===== src/rtl/block_data_memory_if.sv =====
// ---------------------------------------------------------------------------
// block_data_memory_if
//   Cache-to-memory block bus used between the data cache and the
//   block-organised data memory.
//
//   Handshake (read/write/busywait):
//     The cache raises read or write with address/writedata and holds
//     all of them until busywait is low in a cycle after the request was
//     taken. If memory is idle, busywait rises in the same cycle the
//     request appears. It stays high through the whole access. It then
//     drops for exactly one cycle, in which readdata is valid for a read.
//     The cache samples readdata at the posedge closing that cycle.
//     Request lines still high in that low cycle belong to the finished
//     request and are ignored.
//
//   Signals
//     read      cache -> mem  block read request
//     write     cache -> mem  block write request (wins if both high)
//     address   cache -> mem  block address
//     writedata cache -> mem  block to store
//     readdata  mem -> cache  block from last completed read (registered)
//     busywait  mem -> cache  request pending / in progress
// ---------------------------------------------------------------------------
interface block_data_memory_if #(
  parameter int ADDR_BITS  = 6,
  parameter int BLOCK_BITS = 32
);
  logic                  read;
  logic                  write;
  logic [ADDR_BITS-1:0]  address;
  logic [BLOCK_BITS-1:0] writedata;
  logic [BLOCK_BITS-1:0] readdata;
  logic                  busywait;

  modport master (
    output read, write, address, writedata,
    input  readdata, busywait
  );

  modport slave (
    input  read, write, address, writedata,
    output readdata, busywait
  );
endinterface


===== src/rtl/block_data_memory.sv =====
// ---------------------------------------------------------------------------
// block_data_memory
//   Block-organised data memory sitting behind the data cache. It services
//   one block read or write per request. Every access spends a fixed
//   ACCESS_CYCLES clock cycles in ACCESS, so cache miss and write-back
//   paths stall the way real main memory would make them stall.
//
//   Ports
//     clock        clock; all state updates on posedge
//     reset        asynchronous, active-high reset
//     mem_bus      slave side of block_data_memory_if
//                  (read/write/address/writedata in; readdata/busywait out)
//     state_debug  current FSM state (0 IDLE, 1 ACCESS, 2 DONE)
// ---------------------------------------------------------------------------
module block_data_memory #(
  parameter int ADDR_BITS     = 6,
  parameter int BLOCK_BITS    = 32,
  parameter int ACCESS_CYCLES = 5
) (
  input  logic                 clock,
  input  logic                 reset,
  block_data_memory_if.slave   mem_bus,
  output logic [1:0]           state_debug
);

  localparam int DEPTH = 2 ** ADDR_BITS;
  localparam int CNT_W = (ACCESS_CYCLES > 1) ? $clog2(ACCESS_CYCLES) : 1;

  typedef enum logic [1:0] {
    IDLE   = 2'd0,
    ACCESS = 2'd1,
    DONE   = 2'd2
  } state_t;

  state_t                state_q;
  state_t                state_next;
  logic [CNT_W-1:0]      counter_q;
  logic [ADDR_BITS-1:0]  addr_q;
  logic [BLOCK_BITS-1:0] data_q;
  logic                  op_write_q;
  logic [BLOCK_BITS-1:0] mem [DEPTH];

  logic request;
  assign request = mem_bus.read | mem_bus.write;

  assign state_debug = state_q;

  // State register
  always_ff @(posedge clock or posedge reset) begin
    if (reset) begin
      state_q <= IDLE;
    end else begin
      state_q <= state_next;
    end
  end

  // Next-state logic
  always_comb begin
    state_next = state_q;
    case (state_q)
      IDLE:    if (request) state_next = ACCESS;
      ACCESS:  if (counter_q == '0) state_next = DONE;
      DONE:    state_next = IDLE;
      default: state_next = IDLE;
    endcase
  end

  // Output logic. In IDLE busywait follows the request lines directly,
  // so the cache stalls in the same cycle it raises a request. Reset
  // forces it low even if the cache is still holding a request.
  always_comb begin
    mem_bus.busywait = 1'b0;
    if (!reset) begin
      case (state_q)
        IDLE:    mem_bus.busywait = request;
        ACCESS:  mem_bus.busywait = 1'b1;
        default: mem_bus.busywait = 1'b0;
      endcase
    end
  end

  // Datapath. The request is captured once in IDLE. ACCESS works only
  // from the captured copy, so the cache may change or drop its lines
  // mid-access without effect. readdata moves only when a read completes.
  always_ff @(posedge clock or posedge reset) begin
    if (reset) begin
      counter_q        <= '0;
      addr_q           <= '0;
      data_q           <= '0;
      op_write_q       <= 1'b0;
      mem_bus.readdata <= '0;
      for (int i = 0; i < DEPTH; i++) begin
        mem[i] <= '0;
      end
    end else begin
      case (state_q)
        IDLE: begin
          if (request) begin
            addr_q     <= mem_bus.address;
            data_q     <= mem_bus.writedata;
            op_write_q <= mem_bus.write;
            counter_q  <= CNT_W'(ACCESS_CYCLES - 1);
          end
        end
        ACCESS: begin
          if (counter_q == '0) begin
            if (op_write_q) begin
              mem[addr_q] <= data_q;
            end else begin
              mem_bus.readdata <= mem[addr_q];
            end
          end else begin
            counter_q <= counter_q - 1'b1;
          end
        end
        default: ;
      endcase
    end
  end

endmodule


===== src/flat_wrapper.sv =====
// flat-port wrapper written by rule: the top's interface ports become plain ports
module block_data_memory_flat 
#(
  parameter int ADDR_BITS     = 6,
  parameter int BLOCK_BITS    = 32,
  parameter int ACCESS_CYCLES = 5
)
  (clock, reset, state_debug, mem_bus_read, mem_bus_write, mem_bus_address, mem_bus_writedata, mem_bus_readdata, mem_bus_busywait);
  block_data_memory_if #(.ADDR_BITS(ADDR_BITS), .BLOCK_BITS(BLOCK_BITS)) mem_bus_i ();
  input  logic clock;
  input  logic reset;
  output logic [1:0] state_debug;
  input wire logic [$bits(mem_bus_i.read)-1:0] mem_bus_read;
  input wire logic [$bits(mem_bus_i.write)-1:0] mem_bus_write;
  input wire logic [$bits(mem_bus_i.address)-1:0] mem_bus_address;
  input wire logic [$bits(mem_bus_i.writedata)-1:0] mem_bus_writedata;
  output wire logic [$bits(mem_bus_i.readdata)-1:0] mem_bus_readdata;
  output wire logic [$bits(mem_bus_i.busywait)-1:0] mem_bus_busywait;
  assign mem_bus_i.read = mem_bus_read;
  assign mem_bus_i.write = mem_bus_write;
  assign mem_bus_i.address = mem_bus_address;
  assign mem_bus_i.writedata = mem_bus_writedata;
  assign mem_bus_readdata = mem_bus_i.readdata;
  assign mem_bus_busywait = mem_bus_i.busywait;
  block_data_memory #(.ADDR_BITS(ADDR_BITS), .BLOCK_BITS(BLOCK_BITS), .ACCESS_CYCLES(ACCESS_CYCLES)) u_core (.clock(clock), .reset(reset), .mem_bus(mem_bus_i), .state_debug(state_debug));
endmodule

===== config.mk =====
export PLATFORM = sky130hd
export DESIGN_NAME = block_data_memory_flat
export DESIGN_NICKNAME = d
export VERILOG_FILES = /design/src/rtl/block_data_memory_if.sv /design/src/rtl/block_data_memory.sv /design/src/flat_wrapper.sv
export SDC_FILE = /design/constraint.sdc
export NUM_CORES = 2
export LEC_CHECK = 0
export ABC_CLOCK_PERIOD_IN_PS = 107700
export CAP_MARGIN = 40
export CORE_UTILIZATION = 40
export CTS_BUF_LIST = sky130_fd_sc_hd__clkbuf_8
export DETAILED_ROUTE_END_ITERATION = 10
export PLACE_DENSITY_LB_ADDON = 0.12
export SKIP_LAST_GASP = 1
export SLEW_MARGIN = 20
export SYNTH_ARGS = -nofsm -noshare
export SYNTH_HDL_FRONTEND = slang
export SYNTH_SLANG_ARGS = --single-unit

===== constraint.sdc =====
create_clock -name clock -period 107.7 [get_ports clock]
set_input_delay 10.77 -clock clock [delete_from_list [all_inputs] [get_ports clock]]
set_output_delay 10.77 -clock clock [all_outputs]
set_load 0.05 [all_outputs]

==> impl_metrics.csv <==
group,metric,value,unit
outcome,status,"finished with violations",
outcome,violations,"DRC",
clocking,root_buffer,"clkbuf_8",
power,irDropWorstVdd,0.0226,mV
critical_path,r2r_start,"u_core.addr_q[2]",
floorplanning,rows,179,
floorplanning,die_h,491,um
critical_path,reg2reg_depth,8,
placement,routabilityCongestion,0.800,
timing,fin_tns_setup,0,ns
critical_path,critPathMaxFanout,3,
drt,ant_nets,0,
placement,dp.cells,9423,
floorplanning,core-area,238000,um^2
grt,grt_max_degree,168,
timing,worst_slew_pin_slew,1.08,ns
critical_path,crit_arrival,12.36,ns
grt,overflow,0,
synth,synth.most_common_cell,"dfrtp_1",
synth,synth.distinct_cells,70,
min_path,hold_depth,2,
clocking,cts.clk_slew.worst_paths,0.06,ns
power,power,2460,uW
synth,synth-seq-cells,2124,
timing,final-hold-violation-count,0,
layout,area_growth,13.0,%
clocking,cts_setup_buffers,0,
drt,drc,14,
drt,dr.first_iter.drc_count,5545,
floorplanning,start_util,40.2,%
timing,clock_skew,0.0737,ns
critical_path,r2r_end,"u_core.mem_bus.readdata[3]",
placement,port_buffers,76,
layout,layout.nets,6700,
timing,relSlewSlack,27.8,%
timing,fin_crit,23.13,ns
grt,grt_pass1_vias,62700,
drt,vias,60800,
timing,setup_slack,84.57,ns
critical_path,critPathCaptureType,"output pin",
layout,drive_gt1_share,44.9,%
critical_path,worstSetupStartpointType,"input pin",
clocking,clkLatencyLatePin,1.11,ns
clocking,cts_buffers,382,
synth,synth_top_area_cell,"dfrtp_1",
clocking,htree_num_levels,5,
synth,synth_area_leaders,"dfrtp_1 56%, mux2_2 22%, mux4_2 6.2%",
min_path,holdPathEnd,"u_core.data_q[28]",
synth,synth_ff_type,"dfrtp_1",
synth,synthArstFlopShare,100,%
timing,setup_viol,0,
min_path,worstHoldStart,"u_core.data_q[28]",
power,power_density,22.7,nW/um^2
drt,first_pass_iters,8,
critical_path,rrSetupSlack,102.04,ns
synth,synthTopCellsByCount,"2,124 x dfrtp_1, 1,912 x mux2_2, 295 x clkbuf_1, 265 x buf_2, 265 x mux4_2",
synth,synth_top_area_share,55.5,%
synth,yosysSeqAreaShare,55.5,%
synth,syn_avg_cell_area,14.5,um^2
clocking,cts_buffer_depth,4,
critical_path,crit_required,96.93,ns
grt,grt_pass1_wl,484,mm
run,drv_cap,0,
synth,syn_area,95700,um^2
clocking,cts_hold_buf,0,
placement,place_ws,84.57,ns
synth,postSynthCellCount,6612,
floorplanning,ioPinCount,77,
timing,drv_slew,0,
min_path,hp-class,"flip-flop to flip-flop",
timing,rsz0062_at_grt,"no",
clocking,clkSinkCount,2124,
timing,fmax,43.2,MHz
floorplanning,die_area,241000,um^2
grt,grt_usage,28.2,%
drt,drt-wirelength-per-cell,33.7,um
synth,ys.warnings.count,0,
drt,wl,340,mm
synth,synth_fp_nets,6656,
layout,instances_no_fill,10100,
placement,place_hpwl,200,mm
clocking,cts_tree,"done",
timing,fin_crit_sh,21.5,%
drt,vias_per_cell,6.01,
power,p_leak,0.0536,uW
floorplanning,fp.dieW,491,um
grt,antenna_found_initial,19,
synth,synth-edff-count,0,
clocking,post_cts_resized,0,
critical_path,worstSetupPathType,"input pin to output pin",
## worst max-delay path, stage by stage
cell and delay [ns]:
clkdlybuf4s50_1 0.55, o21ai_4 0.08, a21oi_1 0.14, clkdlybuf4s50_1 0.81
## registers in the layout, summed over array words and instances (netlist names)
| signal | flops |
|---|---|
| u_core.addr_q | 6 |
| u_core.counter_q | 3 |
| u_core.data_q | 32 |
| u_core.mem | 2048 |
| u_core.mem_bus.readdata | 32 |
| u_core.op_write_q | 1 |
| u_core.state_debug | 2 |
## area by class of cell
type	count	area, um^2
inverter	7	41.3
tap	3167	3960
fill	21400	130000
timing repair buffer	341	3800
sequential	2124	53200
clock inverter	163	642
antenna	12	30.0
clock buffer	489	6730
multi-input combinational	3800	39700
## metrics by stage
step                      hold WS, ns  utilization [%]  area [um^2]
after floorplan                 0.456                -        95700
after global placement          0.467             41.7        99200
after detailed placement        0.475             42.2       100000
after CTS                       0.489             45.3       108000
after global routing            0.504             45.5       108000
final                           0.482             45.5       108000
## cell families (layout without fill, tap and decap cells)
| kind of cell | after synthesis | after routing | synth area share (%) |
|---|---|---|---|
| compound gates | 724 | 724 | 5.57 |
| buf+inv | 688 | 1000 | 3.47 |
| flops | 2124 | 2124 | 55.5 |
| other cells | 0 | 12 | 0 |
| fa+ha+maj | 2 | 2 | 0.0261 |
| mux | 2579 | 2579 | 33.2 |
| xor+xnor | 1 | 1 | 0.00915 |
| simple gates | 494 | 494 | 2.20 |
## placed cells by master, fill, tap and decap left out, types with 9 or more instances in the layout
master / synthesis / routed
o211ai_1: 17 / 17
buf_4: 37 / 180
nand2_4: 0 / 36
nand2_1: 260 / 196
nor2_1: 135 / 128
nor2_4: 3 / 9
o2111ai_1: 10 / 10
nor3_1: 11 / 10
mux2_2: 1912 / 1912
nand3_1: 18 / 18
dfrtp_2: 0 / 26
buf_12: 2 / 48
a221oi_1: 203 / 203
a21oi_1: 81 / 81
nand2_2: 1 / 29
clkdlybuf4s50_1: 0 / 76
buf_2: 265 / 10
mux2i_1: 224 / 224
inv_1: 5 / 149
nand4_1: 12 / 12
mux4_2: 265 / 265
dfrtp_1: 2124 / 2089
a221o_1: 10 / 10
a31oi_1: 16 / 16
o22ai_1: 79 / 78
a22oi_1: 91 / 91
o32a_1: 22 / 22
a22o_1: 25 / 25
dfrtp_4: 0 / 9
clkbuf_8: 0 / 489
buf_16: 0 / 23
clkinv_2: 0 / 15
o21ai_0: 105 / 101
mux2_1: 175 / 175
diode_2: 0 / 12
nor2_2: 11 / 12
## how the worst max path moves through the flow
stage	startpoint	endpoint	slack (ns)	cells past startpoint
2_1_floorplan	reset	u_core.addr_q[0]	36.93	1
3_3_place_gp	mem_bus_write	mem_bus_busywait	84.53	4
3_5_place_dp	mem_bus_write	mem_bus_busywait	84.57	4
4_1_cts	mem_bus_write	mem_bus_busywait	84.57	4
5_1_grt	mem_bus_write	mem_bus_busywait	84.53	4
6_report	mem_bus_write	mem_bus_busywait	84.57	4
## per-layer routing
| metal | global-route usage (%) | vias up | routed length [um] |
|---|---|---|---|
| li1 | - | 24600 | - |
| met1 | 39.7 | 33400 | 152000 |
| met2 | 43.9 | 2072 | 156000 |
| met3 | 4.70 | 642 | 19600 |
| met4 | 9.80 | 10 | 11900 |
| met5 | 0 | - | 70 |
## where the power goes
group / leakage (uW) / switching [uW] / internal (uW) / total [uW]
sequential: 0.0294 / 72.9 / 879 / 952
combinational: 0.0199 / 535 / 229 / 764
clock: 0.00435 / 340 / 402 / 743
total: 0.0536 / 948 / 1510 / 2460
Note: power is estimated with default switching activity, not from simulation.
